**config.mk**
```make
export PLATFORM = sky130hd
export DESIGN_NAME = pc_fetch_unit
export DESIGN_NICKNAME = d
export VERILOG_FILES = /design/src/rtl/pc_fetch_unit_pkg.sv /design/src/rtl/pc_fetch_unit.sv
export SDC_FILE = /design/constraint.sdc
export NUM_CORES = 1
export LEC_CHECK = 0
export CORE_ASPECT_RATIO = 0.75
export CORE_MARGIN = 3
export CORE_UTILIZATION = 30
export CTS_CLUSTER_SIZE = 24
export DETAILED_ROUTE_END_ITERATION = 8
export HOLD_SLACK_MARGIN = 0.08
export PLACE_DENSITY = 0.69
export RECOVER_POWER = 100
export SYNTH_ARGS = -nofsm -noshare
export SYNTH_HDL_FRONTEND = slang
export SYNTH_SLANG_ARGS = --single-unit
```
**constraint.sdc**
```tcl
create_clock -name clk -period 3.7 [get_ports clk]
set_clock_uncertainty 0.1 [all_clocks]
set_input_delay 0.74 -clock clk [delete_from_list [all_inputs] [get_ports clk]]
set_output_delay 0.74 -clock clk [all_outputs]
set_load 0.05 [all_outputs]
```
**src/rtl/pc_fetch_unit_pkg.sv**
```systemverilog
// pc_fetch_unit_pkg: fetch FSM encoding and default parameters
package pc_fetch_unit_pkg;
    typedef enum logic [1:0] {
        S_FETCH = 2'd0,
        S_VALID = 2'd1,
        S_HALT  = 2'd2
    } fetch_state_t;
    localparam int DEF_DATA_WIDTH = 32;
    localparam int DEF_PC_STEP    = 1;
    localparam int DEF_RESET_PC   = 0;
endpackage

```
**src/rtl/pc_fetch_unit.sv**
```systemverilog
// pc_fetch_unit: PC register and ready/valid instruction-fetch sequencer
module pc_fetch_unit
    import pc_fetch_unit_pkg::*;
#(
    parameter int                    DATA_WIDTH = DEF_DATA_WIDTH,
    parameter int                    PC_STEP    = DEF_PC_STEP,
    parameter logic [DATA_WIDTH-1:0] RESET_PC   = DATA_WIDTH'(DEF_RESET_PC)
) (
    input  logic                  clk,
    input  logic                  rst,
    input  logic [DATA_WIDTH-1:0] next_pc,
    input  logic                  stall,
    input  logic                  halt,
    output logic [DATA_WIDTH-1:0] pc_seq,
    output logic [DATA_WIDTH-1:0] pc_cur,
    output logic                  imem_req,
    output logic [DATA_WIDTH-1:0] imem_addr,
    input  logic                  imem_ready,
    input  logic [DATA_WIDTH-1:0] imem_rdata,
    output logic [DATA_WIDTH-1:0] instr,
    output logic                  instr_valid,
    input  logic                  instr_ready,
    output logic                  halted,
    output logic [DATA_WIDTH-1:0] retire_cnt
);
    fetch_state_t state, state_nxt;
    logic fetch_done, accept;
    assign pc_seq      = pc_cur + DATA_WIDTH'(PC_STEP);
    assign imem_addr   = pc_cur;
    assign instr_valid = state == S_VALID;
    assign halted      = state == S_HALT;
    // the request flop gates completion so a ready seen while reset or idle is ignored
    assign fetch_done  = state == S_FETCH && imem_req && imem_ready;
    assign accept      = state == S_VALID && instr_ready && !stall;
    always_comb begin
        state_nxt = fetch_done ? S_VALID :
                    accept ? (halt ? S_HALT : S_FETCH) :
                    (state == S_HALT && !halt) ? S_FETCH : state;
    end
    always_ff @(posedge clk or posedge rst) begin
        if (rst) begin
            state      <= S_FETCH;
            imem_req   <= 1'b0;
            pc_cur     <= RESET_PC;
            instr      <= '0;
            retire_cnt <= '0;
        end else begin
            state    <= state_nxt;
            imem_req <= state_nxt == S_FETCH;
            if (fetch_done)
                instr <= imem_rdata;
            if (accept) begin
                pc_cur     <= next_pc;
                retire_cnt <= retire_cnt + DATA_WIDTH'(1);
            end
        end
    end
endmodule

```
==> impl_metrics.ini, run 1 <==
[detailed_routing]
met1_length_mm = 5.87
wl_met3_mm = 1.35
wl_mm = 13.9
post_drt_wl_per_cell_um = 15.9
dr.pass1.iters = 4
drt_iter0_drc = 156
vias = 4009
drtAntennaViolNets = 0
drc_errors = 0
top_layer = met4
viasPerCell = 4.59
wl_met2_mm = 6.46

[layout]
nNetsFinal = 734
syn2layout_area_growth_pct = 53.1
fillers = 1447
layoutNonFillerInstCount = 873
drive_above_1_share_pct = 8.40

[clock_tree]
root_buffer = clkbuf_16
htreeDepth = 3
cts_buffers = 9
cts.sinks = 99
clkLatencyLatePin_ps = 340
cts_tree = yes
cts_buffer_depth = 2
cts_setup_buffers = 0
clk_pin_slew_ps = 70

[synth]
postSynthNetCount = 528
yosysTopAreaCell = dfrtp_1
synth_cell_types = 33
mappedNetlistArea_um2 = 4770
avgSynthCellArea_um2 = 10.5
synth_top_area_share_pct = 51.9
ys_ff_latch = 99
syn_inst = 456
synth.area.top_cells = dfrtp_1 52%, nand2_1 8.8%, xnor2_1 8.8%
ys_seq_area_share_pct = 51.9
yosys_warnings = 0

[floorplan]
dieArea_um2 = 17500
die_h_um = 115
io_pins = 233
die_w_um = 152
num_rows = 39
core_um2 = 15400
start_util_pct = 31.0

[placement]
gp_congestion = 0.827
hpwl_mm = 10.7
dpl.cell_count = 856
portBuffers = 232
dpl_worst_slack_ps = 484

[timing]
maxSlewHeadroom_pct = -33.8
period_minus_slack_ps = 3470
hold_viol = 0
rsz0062_at_grt = no
slew_violations = 116
worst_slew_pin_slew_ps = 2000
finalCritPeriodShare_pct = 93.8
tns_ps = 0
setup_viol_count_final = 0
max_freq_mhz = 288
layout_setup_ws_ps = 231

[worst_setup_path]
arrival_ps = 2630
worstSetupPathType = flop to output port
required_ps = 2860
reg2reg_setup_slack_ps = 900
end_kind = output port
start_kind = flop
crit_fanout = 7

[power]
pwr-share-clk_pct = 12.7
combPwrFrac_pct = 61.8
irDropWorstVdd_mv = 0.515
p_leak_uw = 0.00332
swShare_pct = 55.7
p_sw_uw = 4120
seqPwrFrac_pct = 25.5
internal_power_uw = 3280
p_per_area_nw_per_um2 = 1010

[run]
drv_cap = 3

[grt]
antenna_found_initial = 1
first_global_vias = 3974
grt_use_total_pct = 16.0
overflow = 0
grt_pass1_wl_mm = 21.8
grt_max_degree = 57

[run_status]
violations = max-capacitance violations, max-slew violations
status = finished with violations

[hold_path]
hold_path_class = flop to flop
through the flow:
| stage | instance area (µm²) | power, µW | hold WS (ps) | util (%) |
|---|---|---|---|---|
| after floorplan | 4770 | 5280 | 460 | - |
| after global placement | 7100 | 6760 | 366 | 46.1 |
| after detailed placement | 7100 | 6810 | 373 | 46.1 |
| after CTS | 7400 | 7790 | 382 | 48.0 |
| after global routing | 7310 | 7760 | 396 | 47.4 |
| final | 7310 | 7390 | 372 | 47.4 |
layout by cell type (no fill, tap or decap), types with 2 or more instances in the layout:
cell               n
clkdlybuf4s50_1   68
clkinvlp_4         3
nor3_2             2
nand4_1           24
dfrtp_1           99
clkbuf_16          9
clkbuf_1          11
nor2_1            11
xor2_1            13
inv_1              4
nor3_1             2
and3_1            10
buf_4              5
clkbuf_2          10
and4_1             5
mux2_1            17
nand3_1           25
dlygate4sd3_1    146
mux2_2            15
nand2_1          112
ha_1               2
xnor2_1           48
nor4_1             5
nor2b_1            3
nor4_4             2
power groups by stage:
| stage | clock (µW) | sequential, µW | combinational [µW] |
|---|---|---|---|
| 6_report | 939 | 1890 | 4570 |
| 2_1_floorplan | 0 | 3130 | 2150 |
| 4_1_cts | 983 | 1920 | 4890 |
| 5_1_grt | 1030 | 1970 | 4760 |
| 3_5_place_dp | 0 | 1930 | 4880 |
| 3_3_place_gp | 0 | 1890 | 4870 |
area by class of cell:
cell class	count	area, µm²	area share [%]
flip-flops and latches	99	2480	33.9
repair buffers	239	2270	31.1
multi-input cells	308	1990	27.2
well taps	205	256	3.51
clock buffers	11	233	3.18
clock inverters	5	61.3	0.838
inverters	5	20.0	0.274
diodes	1	2.50	0.0342
path summary, 6_finish.rpt:
kind	from	end	depth (start not counted)
worst max-delay path	imem_addr[5]	pc_seq[15]	4
worst min-delay path	retire_cnt[31]	retire_cnt[31]	1
worst max register to register	state[1]	retire_cnt[15]	5
worst min register to register	retire_cnt[31]	retire_cnt[31]	1
max in group asynchronous	rst	instr[31]	3
min in group asynchronous	rst	instr[1]	2
synth_stat cells (all sizes together):
| cell | number |
|---|---|
| nor2b | 3 |
| a21o | 1 |
| nand4bb | 1 |
| nand3 | 26 |
| nand2 | 113 |
| and4 | 5 |
| and4bb | 1 |
| nor4 | 8 |
| and2 | 1 |
| dfrtp | 99 |
| or4 | 1 |
| nand2b | 1 |
| xnor2 | 48 |
| xor2 | 13 |
| nor2 | 11 |
| o21ai | 2 |
| inv | 5 |
| a21oi | 1 |
| mux2 | 32 |
| clkbuf | 5 |
| buf | 39 |
| nand4 | 24 |
| nor3 | 4 |
| and3 | 10 |
| ha | 2 |
metal layers:
layer  up-vias  GRT usage (%)
met4         0           4.49
met3        16           7.37
met5         -              0
met2       156           24.9
li1       1918              -
met1      1919           20.2
cell families (layout without fill, tap and decap cells):
| kind of cell | after synthesis | count (layout) | share of synthesized area (%) |
|---|---|---|---|
| AND/OR/NAND/NOR | 209 | 209 | 21.9 |
| flip-flops | 99 | 99 | 51.9 |
| XOR/XNOR | 61 | 61 | 11.2 |
| buffers and inverters | 49 | 260 | 6.50 |
| multiplexers | 32 | 32 | 7.55 |
| AO/OA/AOI/OAI | 4 | 4 | 0.472 |
| adder cells (fa/ha/maj) | 2 | 2 | 0.524 |
| other | 0 | 1 | 0 |
worst max-delay path: stages (launching register included):
cell and delay [ps]:
dfrtp_1 450, nand4_1 320, nor4_4 440, xor2_1 170
dlygate4sd3_1 890
registers in the layout (all words and copies together), names as in the netlist:
register    count
imem_addr      32
instr          32
retire_cnt     32
state           2
imem_req        1
timing repair:
| action | 4_1_cts | 5_1_grt |
|---|---|---|
| endpoints found under the setup margin | 0 | 3 |
| hold buffers | 0 | 0 |
| gates resized for setup | 0 | 3 |
Note: power is estimated with default switching activity, not from simulation.
==> run 2: changes to the inputs <==
--- a/config.mk
+++ b/config.mk
@@ -5,8 +5,7 @@
 export SDC_FILE = /design/constraint.sdc
 export NUM_CORES = 1
 export LEC_CHECK = 0
-export CORE_ASPECT_RATIO = 0.75
-export CORE_MARGIN = 3
+export CORE_ASPECT_RATIO = 1.75
 export CORE_UTILIZATION = 30
 export CTS_CLUSTER_SIZE = 24
 export DETAILED_ROUTE_END_ITERATION = 8
==> run 2 against run 1 <==
The flow still finishes with violations (max-capacitance violations, max-slew violations). Setup slack worse by 15 ps. Worst hold slack got worse by 11 ps. First-iteration DRC count decreased by 42%. Critical path type unchanged. Critical endpoint is now pc_seq[8].
==> impl_metrics.ini, run 2 (synthesized netlist as in run 1, its figures left out) <==
[grt]
antenna_found_initial = 0
grt_use_total_pct = 16.6
overflow = 0
first_global_vias = 4189
grt_pass1_wl_mm = 21.8
grt_max_degree = 64

[clock_tree]
cts_resized = 0
cts_buffers = 9
clkLatencyLatePin_ps = 340
cts_hold_buf = 0
root_buffer = clkbuf_16
htreeDepth = 3
cts_buffer_depth = 2
cts_setup_buffers = 0
clk_pin_slew_ps = 80
cts_tree = yes
cts.sinks = 99

[timing]
tns_ps = 0
slew_violations = 77
finalCritPeriodShare_pct = 94.2
hold_viol = 0
period_minus_slack_ps = 3480
max_freq_mhz = 287
rsz0062_at_grt = no
maxSlewHeadroom_pct = -21.3
worst_slew_pin_slew_ps = 1820
setup_viol_count_final = 0

[run]
drv_cap = 2

[worst_setup_path]
required_ps = 2860
cpMaxStageDelayCell = dlygate4sd3_1
slowest_delay_ps = 890
start_kind = flop
worstSetupPathType = flop to output port
crit_fanout = 6
path_cells = ha_1 -> nand3_1 -> nor2_1 -> xor2_1 -> dlygate4sd3_1
arrival_ps = 2640
end_kind = output port

[hold_path]
hold_path_class = flop to flop

[detailed_routing]
drt_iter0_drc = 90
dr.pass1.iters = 5
viasPerCell = 4.76
drtAntennaViolNets = 0
wl_mm = 13.4
post_drt_wl_per_cell_um = 15.7
vias = 4057
drc_errors = 0

[layout]
drive_above_1_share_pct = 8.70
final_cell_mix = 148 x dlygate4sd3_1, 112 x nand2_1, 99 x dfrtp_1, 67 x clkdlybuf4s50_1, 48 x xnor2_1
syn2layout_area_growth_pct = 53.0
fillers = 1476
nNetsFinal = 734
final_common_cell = dlygate4sd3_1
final_area_um2 = 7310
antenna_cells = 0

[floorplan]
core_um2 = 15500
num_rows = 60
io_pins = 233
die_h_um = 169
die_w_um = 97.4
dieArea_um2 = 16400
start_util_pct = 30.9

[power]
p_leak_uw = 0.00335
irDropWorstVdd_mv = 0.487
p_per_area_nw_per_um2 = 1020

[placement]
portBuffers = 232
hpwl_mm = 10.4
gp_congestion = 0.896
post_dp_cell_area_um2 = 7080

[run_status]
violations = max-capacitance violations, max-slew violations
status = finished with violations
## run 2: cell count changes in the layout (fill, tap and decap cells not counted), moves of 2 or more
cell	previous run	this run
clkbuf_1	11	8
clkbuf_2	10	12
clkinvlp_4	3	1
dlygate4sd3_1	146	148
inv_8	0	3
## run 2: worst max-delay path, delay by kind of cell, from the launching register on
kind                       cells  cell delay [ps]
xor gates and xnor gates       1              170
adders and majority gates      1              230
buffers and inverters          1              890
DFF                            1              450
and+or+nand+nor                2              560
## run 2: layout make-up
type                    instances  area (µm²)  area share, %
clock buffers                  10         239           3.27
flip-flops and latches         99        2480           33.9
repair buffers                239        2270           31.1
inverters                       5        18.8          0.257
well taps                     186         233           3.19
multi-input cells             308        1990           27.2
clock inverters                 6        80.1           1.10
## run 2: worst paths after layout
path,start,end,slack (ps),depth (start not counted)
setup / recovery,imem_addr[1],pc_seq[8],220,5
hold / removal,retire_cnt[31],retire_cnt[31],360,1
setup reg to reg,state[1],retire_cnt[6],770,5
hold reg to reg,retire_cnt[31],retire_cnt[31],360,1
max in group asynchronous,rst,instr[24],810,3
min in group asynchronous,rst,instr[22],1110,2
## run 2: through the flow
stage	hold WS (ps)	utilization [%]	instances	power (µW)	setup slack (ps)
floorplan	460	-	456	5280	243
detailed placement	362	45.8	837	6800	518
global route	393	47.2	853	7750	26.4
CTS	372	47.8	853	7820	135
finish	362	47.2	853	7420	216
global placement	368	45.8	837	6730	628
## run 2: where the power goes
group	switching [µW]	leakage [µW]	internal, µW	total [µW]
logic	3250	0.00194	1280	4530
clock network	437	0.000155	559	995
registers	428	0.00126	1460	1890
total	4120	0.00335	3300	7420
## run 2: metal layers
| metal | routed length (µm) | global-route usage (%) | part of all wire, % | vias up |
|---|---|---|---|---|
| met5 | 0 | 0 | 0 | - |
| met4 | 293 | 5.63 | 2.2 | 0 |
| met1 | 4950 | 18.1 | 37 | 1966 |
| li1 | - | - | - | 1913 |
| met3 | 728 | 3.67 | 5.4 | 19 |
| met2 | 7420 | 31.3 | 55 | 159 |
